**src/rtl/barret_1621_rr_sched.sv**
```systemverilog
// barret_1621_rr_sched: round-robin scheduler sharing one combinational mod-1621 reducer
// Define BARRET_1621_SCHED_PIPE_EN to register the granted operand before the reducer (2-cycle latency)
module barret_1621_rr_sched #(
  parameter int NREQ = 4,
  parameter int IDW  = 2,
  parameter int DW   = 21,
  parameter int RW   = 11,
  parameter int CNTW = 16
) (
  input  logic                 clk,
  input  logic                 rst,
  input  logic [NREQ-1:0]      req_valid,
  input  logic [NREQ*DW-1:0]   req_data,
  output logic [NREQ-1:0]      req_ready,
  output logic [DW-1:0]        red_din,
  input  logic [RW-1:0]        red_dout,
  output logic                 res_valid,
  input  logic                 res_ready,
  output logic [RW-1:0]        res_data,
  output logic [IDW-1:0]       res_id,
  output logic [CNTW-1:0]      op_count,
  output logic                 busy
);
  localparam int SW = IDW + 1;
  logic [IDW-1:0] ptr, off, g;
  logic [NREQ-1:0] rot;
  logic [SW-1:0] sum;
  logic out_adv, adv, xfer;
  assign out_adv = !res_valid || res_ready;
  // rotate so bit 0 is the requester at ptr, then the lowest set bit is the grant offset
  always_comb begin
    rot = NREQ'({req_valid, req_valid} >> ptr);
    off = '0;
    for (int i = NREQ - 1; i >= 0; i--) off = rot[i] ? IDW'(i) : off;
    sum = {1'b0, ptr} + {1'b0, off};
    g = (sum >= SW'(NREQ)) ? IDW'(sum - SW'(NREQ)) : sum[IDW-1:0];
  end
  assign xfer = adv && |req_valid && !rst;
  assign req_ready = xfer ? NREQ'(1) << g : '0;
`ifdef BARRET_1621_SCHED_PIPE_EN
  logic s1_valid;
  logic [DW-1:0] s1_data;
  logic [IDW-1:0] s1_id;
  assign adv = !s1_valid || out_adv;
  assign red_din = s1_data;
  assign busy = s1_valid || res_valid;
  always_ff @(posedge clk) begin
    if (rst) begin
      s1_valid <= 1'b0;
      s1_data <= '0;
      s1_id <= '0;
      res_valid <= 1'b0;
      res_data <= '0;
      res_id <= '0;
    end else begin
      if (adv) begin
        s1_valid <= xfer;
        if (xfer) begin
          s1_data <= req_data[g*DW +: DW];
          s1_id <= g;
        end
      end
      if (out_adv) begin
        res_valid <= s1_valid;
        if (s1_valid) begin
          res_data <= red_dout;
          res_id <= s1_id;
        end
      end
    end
  end
`else
  assign adv = out_adv;
  assign red_din = xfer ? req_data[g*DW +: DW] : '0;
  assign busy = res_valid;
  always_ff @(posedge clk) begin
    if (rst) begin
      res_valid <= 1'b0;
      res_data <= '0;
      res_id <= '0;
    end else if (adv) begin
      res_valid <= xfer;
      if (xfer) begin
        res_data <= red_dout;
        res_id <= g;
      end
    end
  end
`endif
  always_ff @(posedge clk) begin
    if (rst) begin
      ptr <= '0;
      op_count <= '0;
    end else if (xfer) begin
      ptr <= (g == IDW'(NREQ - 1)) ? '0 : g + 1'b1;
      op_count <= (&op_count) ? op_count : op_count + 1'b1;
    end
  end
endmodule

```
**config.mk**
```make
export PLATFORM = sky130hd
export DESIGN_NAME = barret_1621_rr_sched
export DESIGN_NICKNAME = d
export VERILOG_FILES = /design/src/rtl/barret_1621_rr_sched.sv
export SDC_FILE = /design/constraint.sdc
export NUM_CORES = 1
export LEC_CHECK = 0
export BUFFER_PORTS_ARGS = -buffer_cell sky130_fd_sc_hd__buf_2
export CAP_MARGIN = 20
export CORE_ASPECT_RATIO = 0.7
export CORE_UTILIZATION = 36
export CTS_CLUSTER_SIZE = 12
export DETAILED_ROUTE_END_ITERATION = 10
export PLACE_DENSITY = 0.69
export SKIP_LAST_GASP = 1
export SYNTH_ARGS = -nofsm -noshare
export SYNTH_HDL_FRONTEND = slang
export SYNTH_SLANG_ARGS = --single-unit
```
**constraint.sdc**
```tcl
create_clock -name clk -period 9.6 [get_ports clk]
set_clock_uncertainty 0.15 [all_clocks]
set_input_delay 1.44 -clock clk [delete_from_list [all_inputs] [get_ports clk]]
set_output_delay 1.44 -clock clk [all_outputs]
set_load 0.005 [all_outputs]
```
==> results of run 1 <==
[synthesized netlist by cell type (all sizes together), types with 2 or more instances]
library cell | count | area, um^2
o31ai | 4 | 30.03
nor4 | 4 | 31.28
a221oi | 21 | 183.9
o2111ai | 2 | 17.52
nor3 | 7 | 35.03
a211oi | 23 | 172.7
nor2b | 24 | 150.1
or4 | 5 | 37.54
xnor2 | 5 | 43.79
inv | 5 | 18.77
nand2 | 37 | 138.9
or2 | 3 | 18.77
o21bai | 2 | 15.01
nand3 | 8 | 40.04
clkbuf | 20 | 75.07
nor2 | 20 | 75.07
buf | 10 | 71.32
dfxtp | 32 | 640.6
or3 | 3 | 18.77
mux2i | 27 | 270.3
a21oi | 12 | 60.06
nand3b | 11 | 82.58
nand2b | 4 | 25.02
o21ba | 2 | 20.02
a31oi | 2 | 12.51
o2111a | 2 | 22.52
ha | 2 | 25.02
o21ai | 4 | 20.02
[power groups by stage]
| stage | clock, mW | sequential [mW] | combinational [mW] |
|---|---|---|---|
| floorplan | 0 | 0.151 | 0.256 |
| global placement | 0 | 0.157 | 0.337 |
| global route | 0.106 | 0.157 | 0.378 |
| CTS | 0.100 | 0.155 | 0.343 |
| detailed placement | 0 | 0.157 | 0.342 |
| finish | 0.0955 | 0.155 | 0.345 |
[worst min-delay path, delay by kind of cell, from the launching register on]
kind,cells,cell delay [ps]
compound gates,1,50
flops,1,310
simple gates,1,50
[cells by family after synthesis]
kind of cell    count (synthesis)
xor+xnor                        5
buf+inv                        35
fa+ha+maj                       2
compound gates                 83
mux                            28
flops                          32
simple gates                  132
[layer usage]
layer,routed length (um),vias to the layer above
li1,-,1466
met1,3916,1393
met2,3549,98
met3,432,2
met4,30,0
met5,0,-
[worst min-delay path by stage]
stage	startpoint	end	slack, ps
after CTS	res_id[0]	res_id[0]	310
after global routing	res_id[0]	res_id[0]	340
after global placement	res_id[0]	res_id[0]	290
after floorplan	res_id[0]	res_id[0]	300
final	res_id[0]	res_id[0]	310
after detailed placement	res_id[0]	res_id[0]	300
[stage by stage]
stage	cell area (um^2)	total power [mW]	cells	setup slack (ps)
detailed placement	3303	0.4994	543	4105
CTS	3381	0.5983	550	4102
global placement	3303	0.4940	543	4282
finish	3381	0.5950	550	4108
floorplan	2501	0.4072	317	4390
global route	3381	0.6412	550	3899
[flip-flops by register name, indices dropped and copies added (netlist names)]
signal,count
op_count,16
res_data,11
ptr,2
res_id,2
busy,1
[area by class of cell]
class | count | area share
well taps | 94 | 0.03479
repair buffers | 162 | 0.2435
flip-flops and latches | 32 | 0.1895
multi-input cells | 250 | 0.5037
clock inverters | 1 | 0.001480
inverters | 5 | 0.005551
clock buffers | 6 | 0.02147
==> flow_metrics.env, run 1 <==
export IMPL_start_kind="primary input"
export IMPL_rr_worst_depth=10
export IMPL_grt_overflow_total=0
export IMPL_endpoint="red_din[19]"
export IMPL_num_vias=2959
export IMPL_setup_viol=0
export IMPL_arrival_ps=3900
export IMPL_cp_common_cell="buf_2"
export IMPL_crit_path_max_incr_delay_ps=590
export IMPL_hold_path_class="reg2reg"
export IMPL_gr_usage_met3=0.04488
export IMPL_postRouteAntennaNets=0
export IMPL_ys_warn_count=0
export IMPL_htree_levels=2
export IMPL_io_pins=158
export IMPL_track_usage=0.2069
export IMPL_crit_slowest_cell="buf_4"
export IMPL_num_nets_final=560
export IMPL_cts_tree="yes"
export IMPL_avgSynthCellArea_um2=7.890
export IMPL_synth_xor_area_frac=0.01751
export IMPL_grt_util_met2=0.3093
export IMPL_drc=0
export IMPL_numCtsBuffers=5
export IMPL_power_internal_mw=0.3462
export IMPL_root_buffer="clkbuf_8"
export IMPL_met1_usage=0.3055
export IMPL_relSlewSlack=0.3239
export IMPL_critPathTopFamily="compound AO/OA/AOI/OAI gates"
export IMPL_ys_types=48
export IMPL_synthCells=317
export IMPL_grt_pass1_vias=2571
export IMPL_holdWs_ps=306.9
export IMPL_dr_pass1_iters=4
export IMPL_place_hpwl_mm=5.823
export IMPL_antenna_found_initial=0
export IMPL_regArea_um2=640.6
export IMPL_min_path_cells=2
export IMPL_yosys_area_share_simple=0.2816
export IMPL_fin_crit_sh=0.5721
export IMPL_worstSetupPathType="in2out"
export IMPL_vias_per_cell=5.380
export IMPL_p_leak_nw=1.568
export IMPL_async_reset_ff_frac=0
export IMPL_synth_seq_cells=32
export IMPL_synth_top_family_by_area="simple AND/OR/NAND/NOR gates"
export IMPL_path_clk_slew_ps=60
export IMPL_cts_resized=0
export IMPL_cts_sinks=32
export IMPL_worst_path_max_fanout=68
export IMPL_synth_compound_area_share=0.2561
export IMPL_p_switching_mw=0.2487
export IMPL_syn_area_um2=2501
export IMPL_worst_path_stages=10
export IMPL_worst_pin_slew_ps=1009
export IMPL_rsz0062_at_grt="no"
export IMPL_fmax_ghz=0.1821
export IMPL_antennaDiodeCount=0
export IMPL_die_w_um=101.6
export IMPL_finish_utilization=0.5027
export IMPL_p_per_area_nw_per_um2=176.0
export IMPL_grt_max_degree=69
export IMPL_ys_flop_type="dfxtp_1"
export IMPL_slew_viol_final=0
export IMPL_synth_fa_ha_area_frac=0.01001
export IMPL_r2r_setup_slack_ps=6510
export IMPL_drt_iter0_drc=128
export IMPL_swShare=0.4181
export IMPL_outcome="complete, no violations"
export IMPL_grt_busiest_layer="met2"
export IMPL_crit_start="req_valid[0]"
export IMPL_synthMuxAreaShare=0.1126
export IMPL_core_area_um2=6725
export IMPL_combPwrFrac=0.579
export IMPL_rows=25
export IMPL_clockPowerShare=0.161
export IMPL_wire_per_inst_um=14.41
export IMPL_worstReg2RegEnd="ptr[1]"
export IMPL_num_fill_cells=681
export IMPL_synth_seq_area_share=0.2561
export IMPL_clk_path_buf_depth=2
export IMPL_port_buffers=157
export IMPL_place_gp_congestion=0.7716
export IMPL_initial_core_util=0.3719
export IMPL_die_area_um2=7291
export IMPL_crit_path_end_kind="output port"
export IMPL_rr_startpoint="ptr[0]"
export IMPL_hold_viol=0
export IMPL_path_cells="buf_2 > nor2_1 > a221oi_1 > o221ai_1 > ha_2 > buf_4 > nor2b_1 > a2111oi_0 > a211oi_1 > buf_2"
export IMPL_most_common_layout_cells="157 x buf_2, 37 x nand2_1, 32 x dfxtp_1"
export IMPL_clkLatencyLatePin_ps=270
export IMPL_multi_input_comb_area_um2=1703
export IMPL_seqPwrFrac=0.260
export IMPL_synth_fp_nets=421
export IMPL_routed_wl_mm=7.928
export IMPL_die_y_um=71.74
export IMPL_synth_edff_count=0
export IMPL_fin_setup_tns_ps=0
export IMPL_cp_required_ps=8010
export IMPL_cap_violations=0
export IMPL_crit_buf_inv=3
export IMPL_grt_pass1_wl_mm=12.28
export IMPL_layout_drive_gt1_share=0.3882
export IMPL_syn_to_final_growth_pct=35.17
export IMPL_ir_drop_mv=0.1228
export IMPL_cts_hold_buf=0
export IMPL_period_minus_slack_ps=5492
export IMPL_cts_setup_buffers=0
export IMPL_layout_commonest_cell="buf_2"
Note: power is estimated with default switching activity, not from simulation.
==> run 2: changes to the inputs <==
- clock period: 9.6 -> 5.1 ns (I/O delays scaled with it)
==> run 2 against run 1 <==
Flip-flop and latch count is the same. Non-clock buffer count is 1 higher. Worst hold slack better by 6.7 ps. Total power increased by 100%. Global-route usage is 0.41 points higher. Count of clock-buffer cells in the layout down 1. Sequential share of layout area down 0.23 points. Combinational power increased by 92%.
==> flow_metrics.env, run 2 (synthesis gave the netlist of run 1 again) <==
export IMPL_worst_path_max_fanout=32
export IMPL_min_path_cells=2
export IMPL_start_kind="primary input"
export IMPL_cts_sinks=32
export IMPL_worstReg2RegEnd="ptr[1]"
export IMPL_whs_endpoint="res_id[0]"
export IMPL_hold_viol=0
export IMPL_wire_per_inst_um=14.64
export IMPL_drc=0
export IMPL_place_hpwl_mm=6.026
export IMPL_drt_iter0_drc=144
export IMPL_critPathTopFamily="buffers and inverters"
export IMPL_layout_commonest_cell="buf_2"
export IMPL_io_pins=158
export IMPL_port_buffers=157
export IMPL_num_nets_final=561
export IMPL_htree_levels=2
export IMPL_antenna_found_initial=0
export IMPL_r2r_setup_slack_ps=2400
export IMPL_slew_viol_final=0
export IMPL_path_cells="buf_2 > nor2_1 > a221oi_1 > o221ai_1 > ha_2 > buf_4 > nor2b_1 > a221oi_1 > a211oi_1 > buf_2"
export IMPL_rr_startpoint="ptr[0]"
export IMPL_arrival_ps=3200
export IMPL_cts_hold_buf=0
export IMPL_cts_resized=0
export IMPL_initial_core_util=0.3719
export IMPL_die_y_um=71.74
export IMPL_dr_pass1_iters=4
export IMPL_dpl_instance_area_um2=3311
export IMPL_fin_crit_sh=0.8065
export IMPL_period_minus_slack_ps=4113
export IMPL_crit_path_max_incr_delay_ps=610
export IMPL_root_buffer="clkbuf_8"
export IMPL_path_clk_slew_ps=70
export IMPL_outcome="complete, no violations"
export IMPL_worstSetupPathType="in2out"
export IMPL_clkLatencyLatePin_ps=280
export IMPL_rr_worst_depth=9
export IMPL_top_register="op_count"
export IMPL_fin_setup_tns_ps=0
export IMPL_track_usage=0.2110
export IMPL_fin_area_um2=3422
export IMPL_numCtsBuffers=5
export IMPL_clk_path_buf_depth=2
export IMPL_grt_overflow_total=0
export IMPL_min_from="res_id[0]"
export IMPL_die_w_um=101.6
export IMPL_core_area_um2=6725
export IMPL_routed_wl_mm=8.081
export IMPL_rsz0062_at_grt="no"
export IMPL_grt_pass1_vias=2564
export IMPL_syn_to_final_growth_pct=36.82
export IMPL_postRouteAntennaNets=0
export IMPL_reg_top3="op_count: 16 flops, res_data: 11 flops"
export IMPL_hold_path_class="reg2reg"
export IMPL_p_leak_nw=1.586
export IMPL_relSlewSlack=0.3078
export IMPL_grt_max_degree=35
export IMPL_antennaDiodeCount=0
export IMPL_most_common_layout_cells="157 x buf_2, 37 x nand2_1, 32 x dfxtp_1"
export IMPL_setup_viol=0
export IMPL_fmax_ghz=0.2431
export IMPL_p_per_area_nw_per_um2=349.9
export IMPL_finish_utilization=0.5088
export IMPL_largest_reg_flops=16
export IMPL_crit_path_end_kind="output port"
export IMPL_cts_setup_buffers=0
export IMPL_ir_drop_mv=0.1828
export IMPL_crit_slowest_cell="ha_2"
export IMPL_die_area_um2=7291
export IMPL_rows=25
export IMPL_vias_per_cell=5.424
export IMPL_cap_violations=0
export IMPL_layout_drive_gt1_share=0.3930
export IMPL_grt_pass1_wl_mm=12.24
export IMPL_num_vias=2994
export IMPL_worst_pin_slew_ps=1033
export IMPL_cts_tree="yes"
export IMPL_cp_required_ps=4180
export IMPL_place_gp_congestion=0.8431
export IMPL_crit_buf_inv=3
[run 2: cell count changes in the layout (fill, tap and decap cells not counted), sizes merged]
cell	before	now
buf	162	163
bufinv	0	1
clkbuf	6	5
clkinvlp	0	1
[run 2: power breakdown]
part           switching, mW  internal (mW)  total (mW)
combinational          0.364          0.300       0.664
sequential            0.0237          0.268       0.291
clock                 0.0975          0.145       0.242
[run 2: cell type report]
class                           count  area (um^2)
Clock inverter                      3        42.54
Inverter                            5        18.77
Multi-Input combinational cell    250         1703
Sequential cell                    32        640.6
Tap cell                           94        117.6
Clock buffer                        5        68.82
Fill cell                         679         3303
Timing Repair Buffer              163        830.8
[run 2: metal layers]
layer | up-vias | routed length, um | share of wire | GRT usage
li1 | 1469 | - | - | -
met1 | 1388 | 3785 | 0.47 | 0.3093
met2 | 129 | 3629 | 0.45 | 0.3048
met3 | 8 | 584 | 0.072 | 0.05268
met4 | 0 | 81 | 0.010 | 0.05314
met5 | - | 0 | 0 | 0
[run 2: worst max path at each step]
stage	startpoint	endpoint	slack, ps	cells after the start
floorplan	req_valid[0]	red_din[10]	1240	9
global placement	req_valid[0]	red_din[8]	1070	10
detailed placement	req_valid[0]	red_din[8]	1030	10
CTS	req_valid[0]	red_din[8]	1030	10
global route	ptr[0]	red_din[9]	750	10
finish	req_valid[0]	red_din[8]	990	10
[run 2: worst register-to-register path: stages, from the launching register on]
cell and delay (ps):
dfxtp_1 460, inv_1 250, nor2_1 70, a221oi_1 240
o221ai_1 170, ha_2 610, xnor2_1 140, and2_1 170
mux2i_1 160, mux2i_1 190
[run 2: through the flow]
stage	hold WS, ps	instances	setup WS (ps)	power (mW)
floorplan	302.7	317	1240	0.7664
global placement	291.7	544	1074	0.9387
detailed placement	305.9	544	1026	0.9551
CTS	320.8	552	1027	1.201
global route	346.7	552	753.7	1.277
finish	313.6	552	986.8	1.197
==> run 3: changes to the inputs <==
- clock period: 5.1 -> 4.15 ns (I/O delays scaled with it)
==> run 3 against run 2 <==
Critical path depth fell by 1. First-iteration DRC count fell by 25%. Clock power decreased by 6%. Cell count fell by 0.36%. Die area did not move. Flip-flop and latch count unchanged. Combinational power increased by 27%. Non-clock buffer count is 1 lower.
==> flow_metrics.env, run 3 (synthesis gave the netlist of run 1 again) <==
export IMPL_outcome="complete, no violations"
export IMPL_worstSetupPathType="reg2out"
export IMPL_die_y_um=71.74
export IMPL_seqPwrFrac=0.251
export IMPL_top_register="op_count"
export IMPL_relSlewSlack=0.3053
export IMPL_worst_pin_slew_ps=1036
export IMPL_start_kind="flop"
export IMPL_clockPowerShare=0.160
export IMPL_arrival_ps=2990
export IMPL_port_buffers=157
export IMPL_p_switching_mw=0.5976
export IMPL_root_buffer="clkbuf_8"
export IMPL_antennaDiodeCount=0
export IMPL_rsz0062_at_grt="no"
export IMPL_fin_crit_sh=0.9073
export IMPL_clkLatencyLatePin_ps=290
export IMPL_swShare=0.4180
export IMPL_layout_commonest_cell="buf_2"
export IMPL_grt_max_degree=44
export IMPL_cts_sinks=32
export IMPL_combPwrFrac=0.589
export IMPL_period_minus_slack_ps=3765
export IMPL_cts_setup_buffers=0
export IMPL_crit_buf_inv=3
export IMPL_crit_path_max_incr_delay_ps=510
export IMPL_track_usage=0.2147
export IMPL_dp_worst_setup_slack_ps=412.1
export IMPL_largest_reg_flops=16
export IMPL_fmax_ghz=0.2656
export IMPL_most_common_layout_cells="157 x buf_2, 37 x nand2_1, 32 x dfxtp_1"
export IMPL_slew_viol_final=0
export IMPL_crit_path_end_kind="output port"
export IMPL_routed_wl_mm=8.079
export IMPL_rows=25
export IMPL_htree_levels=2
export IMPL_ir_drop_mv=0.2723
export IMPL_setup_viol=0
export IMPL_cp_required_ps=3380
export IMPL_fin_setup_tns_ps=0
export IMPL_postRouteAntennaNets=0
export IMPL_syn_to_final_growth_pct=36.72
export IMPL_clk_path_buf_depth=2
export IMPL_io_pins=158
export IMPL_p_per_area_nw_per_um2=418.1
export IMPL_path_clk_slew_ps=70
export IMPL_crit_slowest_cell="ha_4"
export IMPL_core_area_um2=6725
export IMPL_path_cells="inv_1 > nor2_1 > a221oi_1 > o221ai_1 > ha_4 > buf_12 > mux2i_1 > a211oi_1 > buf_2"
export IMPL_initial_core_util=0.3719
export IMPL_dr_pass1_iters=4
export IMPL_drc=0
export IMPL_place_gp_congestion=0.8215
export IMPL_power_internal_mw=0.8320
export IMPL_drt_iter0_drc=108
export IMPL_place_hpwl_mm=5.942
export IMPL_vias_per_cell=5.398
export IMPL_grt_pass1_vias=2600
export IMPL_cap_violations=0
export IMPL_grt_overflow_total=0
export IMPL_grt_pass1_wl_mm=12.50
export IMPL_reg_top3="op_count: 16 flops, res_data: 11 flops"
export IMPL_multi_input_comb_area_um2=1713
export IMPL_num_fill_cells=687
export IMPL_cts_tree="yes"
export IMPL_hold_path_class="reg2reg"
export IMPL_hold_viol=0
export IMPL_critPathTopFamily="compound AO/OA/AOI/OAI gates"
export IMPL_wire_per_inst_um=14.69
export IMPL_p_leak_nw=1.578
export IMPL_numCtsBuffers=5
export IMPL_antenna_found_initial=0
export IMPL_num_nets_final=560
export IMPL_die_w_um=101.6
export IMPL_die_area_um2=7291
export IMPL_worst_slack_ps=384.7
export IMPL_layout_drive_gt1_share=0.3904
export IMPL_regArea_um2=640.6
export IMPL_num_vias=2969
export IMPL_worst_path_max_fanout=43
[run 3: changes by cell type in the layout (fill, tap and decap cells not counted)]
cell       delta
ha_2          -1
ha_4          +1
buf_12        +2
buf_4         -3
bufinv_16     -1
[run 3: final timing paths]
path                                start           to  slack, ps  cells after the start
worst max-delay path               ptr[0]  red_din[10]        380                      9
worst min-delay path            res_id[0]    res_id[0]        310                      2
worst max register to register     ptr[0]       ptr[1]       1470                      9
worst min register to register  res_id[0]    res_id[0]        310                      2
[run 3: through the flow]
stage	std cells	total power, mW	utilization	hold WS, ps	instance area, um^2
after floorplan	317	0.9419	-	302.7	2501
after global placement	543	1.166	0.4949	291.4	3328
after detailed placement	543	1.190	0.4949	298.4	3328
after CTS	550	1.426	0.5070	309.9	3410
after global routing	550	1.531	0.5085	348.1	3420
final	550	1.430	0.5085	308.2	3420
[run 3: per-layer routing]
| layer | global-route usage | vias up | share of wire |
|---|---|---|---|
| met2 | 0.3161 | 101 | 0.46 |
| met3 | 0.04000 | 5 | 0.058 |
| met5 | 0 | - | 0 |
| li1 | - | 1466 | - |
| met4 | 0.04187 | 0 | 0.0031 |
| met1 | 0.3228 | 1397 | 0.48 |
[run 3: tightest hold or removal path: cells and delay by family (launching register included)]
kind	cells	cell delay [ps]
flip-flops	1	310
AO/OA/AOI/OAI	1	50
AND/OR/NAND/NOR	1	50
[run 3: area by class of cell]
type | count | area share
timing repair buffer | 162 | 0.2481
tap | 94 | 0.03439
sequential | 32 | 0.1873
clock buffer | 5 | 0.02012
multi-input combinational | 250 | 0.5009
clock inverter | 2 | 0.003659
inverter | 5 | 0.005488
[run 3: what timing repair did]
action,CTS,global route
hold buffers,0,0
hold endpoints to repair,0,0
gates resized for setup,0,1
setup endpoints to repair,0,2
[run 3: power groups by stage]
stage | clock, mW | combinational (mW) | sequential [mW]
detailed placement | 0 | 0.825 | 0.364
global placement | 0 | 0.803 | 0.362
finish | 0.228 | 0.842 | 0.359
CTS | 0.239 | 0.830 | 0.357
global route | 0.250 | 0.917 | 0.364
floorplan | 0 | 0.592 | 0.350
